$ cat config.mk
export PLATFORM = sky130hd
export DESIGN_NAME = int_wb_arbiter_flat
export DESIGN_NICKNAME = d
export VERILOG_FILES = /design/src/rtl/int_wb_arbiter_if.sv /design/src/rtl/int_wb_arbiter.sv /design/src/flat_wrapper.sv
export SDC_FILE = /design/constraint.sdc
export NUM_CORES = 1
export LEC_CHECK = 0
export CORE_AREA = 3 3 155 157
export CTS_CLUSTER_DIAMETER = 150
export CTS_CLUSTER_SIZE = 12
export DETAILED_ROUTE_END_ITERATION = 10
export DIE_AREA = 0 0 158 160
export GPL_TIMING_DRIVEN = 0
export HOLD_SLACK_MARGIN = 0.03
export PLACE_DENSITY = 0.8
export SLEW_MARGIN = 30
export SYNTH_ARGS = -nofsm -noshare
export SYNTH_HDL_FRONTEND = slang
export SYNTH_SLANG_ARGS = --single-unit
$ cat constraint.sdc
create_clock -name clk -period 4.6 [get_ports clk]
set_input_delay 0.46 -clock clk [delete_from_list [all_inputs] [get_ports clk]]
set_output_delay 0.46 -clock clk [all_outputs]
set_load 0.02 [all_outputs]
$ cat src/rtl/int_wb_arbiter_if.sv
// Bundle for int_wb_arbiter: source queues, writeback port and flush.
// With INT_WB_SCOREBOARD_EN defined it also carries iss_valid/iss_rd/rd_busy.
interface int_wb_arbiter_if #(
    parameter int XLEN = 32,
    parameter int NSRC = 3
);
    logic [NSRC-1:0]      src_valid;
    logic [NSRC-1:0]      src_ready;
    logic [5*NSRC-1:0]    src_rd;
    logic [XLEN*NSRC-1:0] src_data;
    logic                 flush;
    logic                 wb_en;
    logic [4:0]           wb_addr;
    logic [XLEN-1:0]      wb_data;
`ifdef INT_WB_SCOREBOARD_EN
    logic                 iss_valid;
    logic [4:0]           iss_rd;
    logic [31:0]          rd_busy;

    modport master (
        output src_valid, src_rd, src_data, flush, iss_valid, iss_rd,
        input  src_ready, wb_en, wb_addr, wb_data, rd_busy
    );
    modport slave (
        input  src_valid, src_rd, src_data, flush, iss_valid, iss_rd,
        output src_ready, wb_en, wb_addr, wb_data, rd_busy
    );
`else
    modport master (
        output src_valid, src_rd, src_data, flush,
        input  src_ready, wb_en, wb_addr, wb_data
    );
    modport slave (
        input  src_valid, src_rd, src_data, flush,
        output src_ready, wb_en, wb_addr, wb_data
    );
`endif
endinterface

$ cat src/rtl/int_wb_arbiter.sv
// Integer writeback arbiter: per-source {rd,data} FIFOs merged onto one
// register-file write port. Define INT_WB_SCOREBOARD_EN to add the rd_busy scoreboard.
module int_wb_arbiter #(
    parameter int XLEN     = 32,
    parameter int NSRC     = 3,
    parameter int DEPTH    = 2,
    parameter int ARB_MODE = 0
) (
    input logic             clk,
    input logic             rst,
    int_wb_arbiter_if.slave bus
);
    localparam int AW = $clog2(DEPTH);
    localparam int SW = (NSRC > 1) ? $clog2(NSRC) : 1;
    localparam logic [AW:0] CNT_FULL = (AW+1)'(DEPTH);
    localparam logic [SW:0] NSRC_W   = (SW+1)'(NSRC);

    typedef struct packed {
        logic [4:0]      rd;
        logic [XLEN-1:0] data;
    } entry_t;

    entry_t          r_mem  [NSRC][DEPTH];
    logic [AW:0]     r_wptr [NSRC];
    logic [AW:0]     r_rptr [NSRC];
    logic [NSRC-1:0] r_ready;
    logic [SW-1:0]   r_rr_ptr;
    logic            r_wb_en;
    logic [4:0]      r_wb_addr;
    logic [XLEN-1:0] r_wb_data;

    logic [NSRC-1:0]   w_nonempty;
    logic [NSRC-1:0]   w_push;
    logic [NSRC-1:0]   w_pop;
    logic [AW:0]       w_cnt_nxt [NSRC];
    logic              w_grant_vld;
    logic [SW-1:0]     w_grant;
    logic [SW-1:0]     w_off;
    logic [SW:0]       w_sum;
    logic [2*NSRC-1:0] w_dbl;
    entry_t            w_head;

    // rd = 0 handshakes complete normally but never reach the queue.
    always_comb begin
        for (int i = 0; i < NSRC; i++) begin
            w_nonempty[i] = (r_wptr[i] != r_rptr[i]);
            w_push[i]     = bus.src_valid[i] && r_ready[i] && (bus.src_rd[5*i +: 5] != 5'd0);
        end
    end

    always_comb begin
        w_grant_vld = |w_nonempty;
        w_grant     = '0;
        w_off       = '0;
        w_sum       = '0;
        w_dbl       = '0;
        if (ARB_MODE == 0) begin
            for (int i = NSRC-1; i >= 0; i--)
                if (w_nonempty[i]) w_grant = SW'(i);
        end else begin
            // Rotate the request vector so bit 0 is rr_ptr, then unrotate the winner.
            w_dbl = {w_nonempty, w_nonempty} >> r_rr_ptr;
            for (int k = NSRC-1; k >= 0; k--)
                if (w_dbl[k]) w_off = SW'(k);
            w_sum   = {1'b0, r_rr_ptr} + {1'b0, w_off};
            w_grant = (w_sum >= NSRC_W) ? SW'(w_sum - NSRC_W) : SW'(w_sum);
        end
        w_pop = '0;
        if (w_grant_vld) w_pop[w_grant] = 1'b1;
        w_head = r_mem[w_grant][r_rptr[w_grant][AW-1:0]];
        for (int i = 0; i < NSRC; i++)
            w_cnt_nxt[i] = r_wptr[i] - r_rptr[i] + (AW+1)'(w_push[i]) - (AW+1)'(w_pop[i]);
    end

    // NOTE: queue storage has no reset; the pointers alone define what is valid.
    always_ff @(posedge clk) begin
        for (int i = 0; i < NSRC; i++)
            if (w_push[i])
                r_mem[i][r_wptr[i][AW-1:0]] <= {bus.src_rd[5*i +: 5], bus.src_data[XLEN*i +: XLEN]};
    end

    // NOTE: all state here uses non-blocking assignments so every flop samples pre-edge values.
    always_ff @(posedge clk) begin
        if (rst) begin
            for (int i = 0; i < NSRC; i++) begin
                r_wptr[i] <= '0;
                r_rptr[i] <= '0;
            end
            r_ready   <= '0;
            r_rr_ptr  <= '0;
            r_wb_en   <= 1'b0;
            r_wb_addr <= '0;
            r_wb_data <= '0;
        end else if (bus.flush) begin
            for (int i = 0; i < NSRC; i++) begin
                r_wptr[i] <= '0;
                r_rptr[i] <= '0;
            end
            r_ready  <= '1;
            r_rr_ptr <= '0;
            r_wb_en  <= 1'b0;
        end else begin
            for (int i = 0; i < NSRC; i++) begin
                if (w_push[i]) r_wptr[i] <= r_wptr[i] + (AW+1)'(1);
                if (w_pop[i])  r_rptr[i] <= r_rptr[i] + (AW+1)'(1);
                r_ready[i] <= (w_cnt_nxt[i] != CNT_FULL);
            end
            r_wb_en <= w_grant_vld;
            if (w_grant_vld) begin
                r_wb_addr <= w_head.rd;
                r_wb_data <= w_head.data;
                r_rr_ptr  <= (w_grant == SW'(NSRC-1)) ? '0 : w_grant + SW'(1);
            end
        end
    end

    assign bus.src_ready = r_ready;
    assign bus.wb_en     = r_wb_en;
    assign bus.wb_addr   = r_wb_addr;
    assign bus.wb_data   = r_wb_data;

`ifdef INT_WB_SCOREBOARD_EN
    logic [31:0] r_rd_busy;
    logic [31:0] w_busy_nxt;

    // Set is applied after clear so a same-cycle reissue keeps the bit pending.
    always_comb begin
        w_busy_nxt = r_rd_busy;
        if (r_wb_en)       w_busy_nxt[r_wb_addr]  = 1'b0;
        if (bus.iss_valid) w_busy_nxt[bus.iss_rd] = 1'b1;
        w_busy_nxt[0] = 1'b0;
    end

    always_ff @(posedge clk) begin
        if (rst || bus.flush) r_rd_busy <= '0;
        else                  r_rd_busy <= w_busy_nxt;
    end

    assign bus.rd_busy = r_rd_busy;
`endif
endmodule

$ cat src/flat_wrapper.sv
// flat-port wrapper written by rule: the top's interface ports become plain ports
module int_wb_arbiter_flat 
#(
    parameter int XLEN     = 32,
    parameter int NSRC     = 3,
    parameter int DEPTH    = 2,
    parameter int ARB_MODE = 0
)
  (clk, rst, bus_src_valid, bus_src_rd, bus_src_data, bus_flush, bus_src_ready, bus_wb_en, bus_wb_addr, bus_wb_data);
  int_wb_arbiter_if #(.XLEN(XLEN), .NSRC(NSRC)) bus_i ();
  input logic clk;
  input logic rst;
  input wire logic [$bits(bus_i.src_valid)-1:0] bus_src_valid;
  input wire logic [$bits(bus_i.src_rd)-1:0] bus_src_rd;
  input wire logic [$bits(bus_i.src_data)-1:0] bus_src_data;
  input wire logic [$bits(bus_i.flush)-1:0] bus_flush;
  output wire logic [$bits(bus_i.src_ready)-1:0] bus_src_ready;
  output wire logic [$bits(bus_i.wb_en)-1:0] bus_wb_en;
  output wire logic [$bits(bus_i.wb_addr)-1:0] bus_wb_addr;
  output wire logic [$bits(bus_i.wb_data)-1:0] bus_wb_data;
  assign bus_i.src_valid = bus_src_valid;
  assign bus_i.src_rd = bus_src_rd;
  assign bus_i.src_data = bus_src_data;
  assign bus_i.flush = bus_flush;
  assign bus_src_ready = bus_i.src_ready;
  assign bus_wb_en = bus_i.wb_en;
  assign bus_wb_addr = bus_i.wb_addr;
  assign bus_wb_data = bus_i.wb_data;
  int_wb_arbiter #(.XLEN(XLEN), .NSRC(NSRC), .DEPTH(DEPTH), .ARB_MODE(ARB_MODE)) u_core (.clk(clk), .rst(rst), .bus(bus_i));
endmodule
# ---- Yosys cells after proc, flatten, opt, wreduce, memory -nomap -nowiden
# Memory sizes are Yosys's and may differ from the RTL's.
# Index checks and enable logic that the tools add are counted.
dict set report word_totals {
  register_bits 41
  latchBits 0
  mem_bits_rw 234
  romBits 0
  in_bits 117
  output_inout_bits 41
  mem_count 3
}
# memory depth width rd rd_clocked_by_memory_dff write_ports line_no
set memory_table {}
lappend memory_table {u_core.r_mem 3 74 1 0 3 int_wb_arbiter.sv:23} ;# entry_t r_mem [NSRC][DEPTH];
lappend memory_table {u_core.r_rptr 3 2 4 0 3 int_wb_arbiter.sv:25} ;# logic [AW:0] r_rptr [NSRC];
lappend memory_table {u_core.r_wptr 3 2 3 0 3 int_wb_arbiter.sv:24} ;# logic [AW:0] r_wptr [NSRC];
dict set report op_classes {
  addsub 15
  multipliers 0
  n_div 0
  magnitude_cmp 9
  n_eq_ne 6
  shift 0
  n_mux 60
  bitwise 17
  n_reduce_logical 16
}
# cell n
set ops {}
lappend ops {{$mux 37} 6}
lappend ops {{$mux 74} 3}
lappend ops {{$demux 37 s1} 3}
lappend ops {{$mux 1} 30}
lappend ops {{$mux 2} 15}
lappend ops {{$reduce_bool 5->1} 3}
lappend ops {{$add 2x1->2 const B} 6}
lappend ops {{$or 1x1->1} 12}
lappend ops {{$logic_and 1x1->1} 10}
lappend ops {{$ge 2x2->1 const B} 4}
lappend ops {{$not 1->2} 4}
lappend ops {{$add 2x1->2} 3}
lappend ops {{$lt 2x1->1 const B} 3}
lappend ops {{$mux 3} 2}
lappend ops {{$ne 2x2->1} 3}
lappend ops {{$ne 2x2->1 const B} 3}
lappend ops {{$sub 2x1->2} 3}
lappend ops {{$sub 2x2->2} 3}
lappend ops {{$lt 2x3->1 const B} 1}
lappend ops {{$reduce_or 3->1} 1}
lappend ops {{$demux 1 s2} 1}
lappend ops {{$ge 2x1->1 const B} 1}
lappend ops {{$reduce_and 2->1} 1}
lappend ops {{$reduce_or 2->1} 1}
lappend ops {{$not 1->1} 1}

# ---- Longest topological paths before layout
# Gate-level depths: netlist of run 1.
# An unclocked memory read counts as a cell.
dict set report depth {
  word_depth 15
  ltp_mapped 12
}

# ---- Least setup slack after synthesis of run 1
# Ideal clock, no wire load.
dict set report synth_timing {
  path_kind {input to register}
  startpoint {in bus_src_rd[8]}
  endpoint {mem u_core.r_mem[1][0] (netlist name) (enable)}
  setup_time_ps 431
  t_arrival_ps 2332
  t_required_ps 4169
  path_slack_ps 1836
  path_stages 3
  path_buffers 0
  cell_sequence {or4_1 o211ai_1 nor2_1}
}
# element line_no
set synth_rtl {}
lappend synth_rtl {{start: declaration} flat_wrapper.sv:14} ;# input wire logic [$bits(bus_i.src_rd)-1:0] bus_src_rd;
lappend synth_rtl {{end: declaration} int_wb_arbiter.sv:23}

==> reports/metrics.cfg, run 1 <==
[run_status]
status=finished clean

[routing]
initialDrtViolationCount=496
vias_per_cell=5.71
drc=0
avgRoutedWirePerCell_um=23.2
finalWirelength_mm=27.1
drt.antenna.violating_nets=0
drt_pass1_iterations=5
via_count=6679

[clock_tree]
clock_latency_ns=0.52
root_buffer=clkbuf_16
cts_hold_buf=0
post_cts_buffers=0
cts_resized=0
path_clk_slew_ns=0.06
htreeDepth=1
cts_tree=built
clkSinkCount=275
numCtsBuffers=26
clockBufferDepth=3

[sta]
timing.fmax_ghz=0.332
skew_ns=0.0103
drv_slew=0
tightest_slew_ns=0.868
fin_crit_sh_pct=65.5
rsz0062_at_grt=no
layout_min_cycle_time_ns=3.02
hold-worst-slack_ns=0.468
setup_viol=0
maxSlewHeadroom_pct=41.9
hold_viol=0

[setup_path]
startpoint=u_core.r_wptr[0][4]
r2r_slack_ns=1.58
cp_max_fo=10
crit_required_ns=5.03
timing.rr.start=u_core.r_wptr[0][4]
crit_type=reg -> reg
end_kind=flip-flop
crit_arrival_ns=3.45
worst_setup_path_start_kind=flip-flop

[power]
p_per_area_mw_per_mm2=573
power.leakage_nw=4.59
ir_drop_mv=0.345
power_frac_seq_pct=41.9
fin_total_pwr_mw=7.71
clkPwrFrac_pct=25.1
p_comb_share_pct=33.0
switchingPower_mw=2.54
intPower_mw=5.17
sw_frac_of_total_pct=33.0

[yosys]
synth_seq_cells=275
synthDistinctLibCells=41
synth_cells=668
synth_area_mm2=0.0104
ys_seq_area_share_pct=75.1
synth_warnings=0
syn_nets=791
synth_top_area_share_pct=67.3
avgSynthCellArea_um2=15.6
synth_ff_type=edfxtp_1
synthTopCellsByCount=edfxtp_1, nor2_1, dfxtp_1
yosys.area.top_type=edfxtp_1
synth_most_common_cell=edfxtp_1
synth_edf_count=234
synth.area.top_cells=edfxtp_1, dfxtp_1, a32o_1
async_flop_share_pct=0

[finish]
nNetsFinal=987
area_growth_pct=28.8
fillCellCount=1715
finalNonFillerCells=1169
drive_gt1_share_pct=10.7
stdcell_area_mm2=0.0135
diodes=0

[floorplanning]
coreArea_mm2=0.0226
die_h_um=160
pin_count=158
die_width_um=158
rows=55
initial_core_util_pct=46.1
dieArea_mm2=0.0253

[grt]
grt_overflow_total=0
grt_antenna_before_repair=1
grt_pass1_vias=7249
grtUsageTotal_pct=21.2
grt_max_degree=20
grt_pass1_wl_mm=40.6

[place]
place.gp.congestion=0.829
io_buffers=157
hpwlAfterDp_mm=18.5
dp.cells=1121
place_area_mm2=0.0127

[job]
drv_cap=0

[min_path]
holdCritStartpoint=u_core.bus.wb_data[21]
hp-class=reg -> reg

## path summary, 6_finish.rpt
check,endpoint,cells after the start
setup / recovery,u_core.bus.src_ready[2],11
hold / removal,u_core.bus.wb_data[21],1
setup reg to reg,u_core.bus.src_ready[2],11
hold reg to reg,u_core.bus.wb_data[21],1
## worst max-delay path: stages (launching register included)
cell and delay (ns):
edfxtp_1 0.52, xnor2_1 0.39, nand2_1 0.23, nand3_1 0.18, buf_2 0.26, inv_1 0.09, fa_1 0.52, inv_1 0.05
ha_1 0.20, xor2_1 0.15, xnor2_1 0.12, a21oi_1 0.21
## cell usage in the layout, fill, tap and decap left out, drive strengths merged
cell	n
clkbuf	58
nand2b	2
and2	1
fa	3
or4	3
ha	3
a221o	7
nand4	1
o211ai	4
buf	42
a32o	30
xnor2	15
a31oi	1
a21oi	10
o31a	1
a22oi	30
edfxtp	234
nand2	38
nor3	1
o211a	2
xor2	4
nand3	32
clkdlybuf4s50	157
mux2i	14
inv	10
o21ai	33
a2111oi	7
clkinv	1
nor2	69
a32oi	30
dfxtp	41
## cell type report
type                       instances  area, µm²  area share, %
buffer                            41        230           1.71
tap                              285        357           2.65
multi-input combinational        341       2370           17.6
sequential                       275       7850           58.3
clock buffer                      48        754           5.61
inverter                          11       46.3          0.344
timing repair buffer             168       1850           13.7
## flip-flops by register name, summed over array words and instances (netlist names)
register              count
u_core.bus.wb_addr        5
u_core.r_wptr             6
u_core.r_rptr             6
u_core.bus.wb_en          1
u_core.bus.src_ready      3
u_core.r_mem            222
u_core.bus.wb_data       32
## metrics by stage
stage,util (%),setup TNS [ns],setup WS (ns)
2_1_floorplan,-,0,1.84
3_3_place_gp,54.7,-45.63,-0.471
3_5_place_dp,56.1,0,1.09
4_1_cts,59.4,0,1.58
5_1_grt,59.4,0,1.45
6_report,59.4,0,1.58
## cells by family (layout without fill, tap and decap cells)
family                   Yosys count  after routing  synth area share [%]
buffers and inverters             52            268                  2.65
AND/OR/NAND/NOR                  147            147                  6.16
adder cells (fa/ha/maj)            6              6                 0.934
AO/OA/AOI/OAI                    155            155                  12.1
XOR/XNOR                          19             19                  1.74
flip-flops                       275            275                  75.1
multiplexers                      14             14                  1.34
## power groups by stage
stage / clock network, mW / registers [mW] / logic [mW]
after detailed placement: 0 / 3.28 / 2.54
final: 1.94 / 3.23 / 2.55
after floorplan: 0 / 3.41 / 1.33
after CTS: 1.97 / 3.23 / 2.55
after global placement: 0 / 3.29 / 2.37
after global routing: 2.07 / 3.26 / 2.75
## layer usage
metal	share of wire [%]	up-vias	wire length [µm]	track usage, %
met5	0.048	-	13	0
met4	2.8	2	757	7.04
met3	7.6	49	2050	4.63
met2	50	296	13400	35.7
met1	40	3314	10800	27.4
li1	-	3018	-	-
No activity file was read; power rests on OpenSTA's default activity.
==> inputs of run 2 (changes only) <==
clock period = 3 ns   (was 4.6 ns; I/O delays follow)
==> run 2 against run 1 <==
Compared with the run above:
- sequential cell count unchanged
- critical endpoint unchanged
- hold slack worse by 0.12 ns
- sequential power up 54%
- sequential share of layout area down 0.076 points
- critical path type unchanged
- final cell count unchanged
- combinational power up 53%
- global-route usage unchanged
==> reports/metrics.cfg, run 2 (same netlist as run 1, synthesis figures left out) <==
[clock_tree]
numCtsBuffers=26  ; unchanged
clock_latency_ns=0.53  ; was 0.52 ns
cts_tree=built  ; unchanged
clkSinkCount=275  ; unchanged
htreeDepth=1  ; unchanged
path_clk_slew_ns=0.06  ; about the same
clockBufferDepth=3  ; unchanged
root_buffer=clkbuf_16  ; unchanged
post_cts_buffers=0  ; unchanged

[setup_path]
crit_required_ns=3.43  ; was 5.03 ns
crit_type=reg -> reg  ; unchanged
end_kind=flip-flop  ; unchanged
worst_setup_path_start_kind=flip-flop  ; unchanged
crit_arrival_ns=3.33  ; was 3.45 ns
cp_max_fo=10  ; unchanged

[sta]
rsz0062_at_grt=yes  ; was no
timing.fmax_ghz=0.345  ; was 0.332 GHz
fin_crit_sh_pct=96.5  ; was 65.5%
maxSlewHeadroom_pct=41.6  ; was 41.9%
layout_min_cycle_time_ns=2.90  ; was 3.02 ns
setup_viol=0  ; unchanged
tightest_slew_ns=0.872  ; was 0.868 ns
hold_viol=0  ; unchanged
worst_slack_ns=0.104  ; was 1.58 ns
skew_ns=0.0116  ; was 0.0103 ns
finalSetupTns_ns=0  ; unchanged
drv_slew=0  ; unchanged

[routing]
drc=0  ; unchanged
initialDrtViolationCount=488  ; was 496
via_count=6668  ; was 6679
vias_per_cell=5.70  ; was 5.71
drt_pass1_iterations=6  ; was 5
drt.antenna.violating_nets=0  ; unchanged
avgRoutedWirePerCell_um=23.2  ; about the same
finalWirelength_mm=27.1  ; about the same

[run_status]
status=finished clean  ; unchanged

[floorplanning]
die_width_um=158  ; unchanged
initial_core_util_pct=46.1  ; unchanged
dieArea_mm2=0.0253  ; unchanged
rows=55  ; unchanged
pin_count=158  ; unchanged
coreArea_mm2=0.0226  ; unchanged
die_h_um=160  ; unchanged

[finish]
nNetsFinal=987  ; unchanged
layout_common_cells=edfxtp_1, clkdlybuf4s50_1, nor2_1  ; unchanged
final_util_pct=59.5  ; was 59.4%
drive_gt1_share_pct=11.1  ; was 10.7%
largest_register_ffs=222  ; unchanged
layout_commonest_cell=edfxtp_1  ; unchanged
area_growth_pct=28.9  ; was 28.8%
stdcell_area_mm2=0.0135  ; about the same
diodes=0  ; unchanged
fillCellCount=1712  ; was 1715

[place]
pre_cts_ws_ns=-0.348  ; was 1.09 ns
place_area_mm2=0.0127  ; unchanged
place.gp.congestion=0.829  ; unchanged
hpwlAfterDp_mm=18.5  ; unchanged
io_buffers=157  ; unchanged

[job]
drv_cap=0  ; unchanged

[grt]
grtUsageTotal_pct=21.2  ; unchanged
grt_max_degree=20  ; unchanged
grt_antenna_before_repair=1  ; unchanged
grt_overflow_total=0  ; unchanged
grt_pass1_wl_mm=40.6  ; unchanged
grt_pass1_vias=7249  ; unchanged

[min_path]
hp-class=in -> reg  ; was reg -> reg

[power]
fin_total_pwr_mw=11.8  ; was 7.71 mW
power.leakage_nw=4.59  ; about the same
p_per_area_mw_per_mm2=879  ; was 573 mW/mm²
ir_drop_mv=0.529  ; was 0.345 mV

run 2: cell count changes in the layout (fill, tap and decap cells not counted):
cell,delta
nor2_1,-1
nor2_2,+1
xnor2_1,-1
xnor2_2,+1
xor2_1,-1
xor2_2,+1
run 2: repair_timing:
action / 4_1_cts / 5_1_grt
gates resized for setup: 1 / 2
hold buffers: 0 / 0
endpoints found under the hold margin: 0 / 0
gates cloned: 0 / 0
endpoints found under the setup margin: 1 / 2
run 2: per-layer routing:
| layer | global-route usage [%] | vias up | wire length [µm] |
|---|---|---|---|
| met5 | 0 | - | 13 |
| met4 | 7.04 | 2 | 785 |
| met3 | 4.63 | 49 | 2120 |
| met2 | 35.7 | 299 | 13400 |
| met1 | 27.4 | 3293 | 10800 |
| li1 | - | 3025 | - |
run 2: critical path, stage by stage, from the launching register on:
cell and delay (ns):
edfxtp_1 0.53, xnor2_2 0.28, nand2_1 0.19, nand3_1 0.18, buf_2 0.26, inv_1 0.09
fa_1 0.52, inv_1 0.05, ha_1 0.20, xor2_1 0.15, xnor2_1 0.13, a21oi_1 0.22
run 2: stage by stage:
step | cells | hold slack, ns
floorplan | 668 | 0.369
global placement | 1110 | 0.451
detailed placement | 1121 | 0.456
CTS | 1169 | 0.336
global route | 1169 | 0.334
finish | 1169 | 0.353
run 2: path summary, 6_finish.rpt:
check	start	to	slack (ns)	depth (start not counted)
worst max-delay path	u_core.r_wptr[0][4]	u_core.bus.src_ready[2]	0.10	11
worst min-delay path	bus_src_data[10]	u_core.r_mem[0][10]	0.35	1
worst max register to register	u_core.r_wptr[0][4]	u_core.bus.src_ready[2]	0.10	11
worst min register to register	u_core.bus.wb_data[7]	u_core.bus.wb_data[7]	0.47	1
run 2: report_power, final:
group / leakage (nW) / switching [mW] / internal (mW)
clock network: 0.358 / 1.29 / 1.68
logic: 1.73 / 2.35 / 1.56
registers: 2.51 / 0.259 / 4.70
run 2: final cells by class:
cell class / count / area [µm²] / area share [%]
clock buffer: 48 / 754 / 5.60
sequential: 275 / 7850 / 58.3
inverter: 11 / 46.3 / 0.344
timing repair buffer: 168 / 1850 / 13.7
multi-input combinational: 341 / 2380 / 17.7
tap: 285 / 357 / 2.65
buffer: 41 / 230 / 1.71
==> inputs of run 3 (changes only) <==
CAP_MARGIN = 20   (was default)
==> results of run 3 <==
Same layout as run 2: the final DEF is identical, and so are final timing and power.
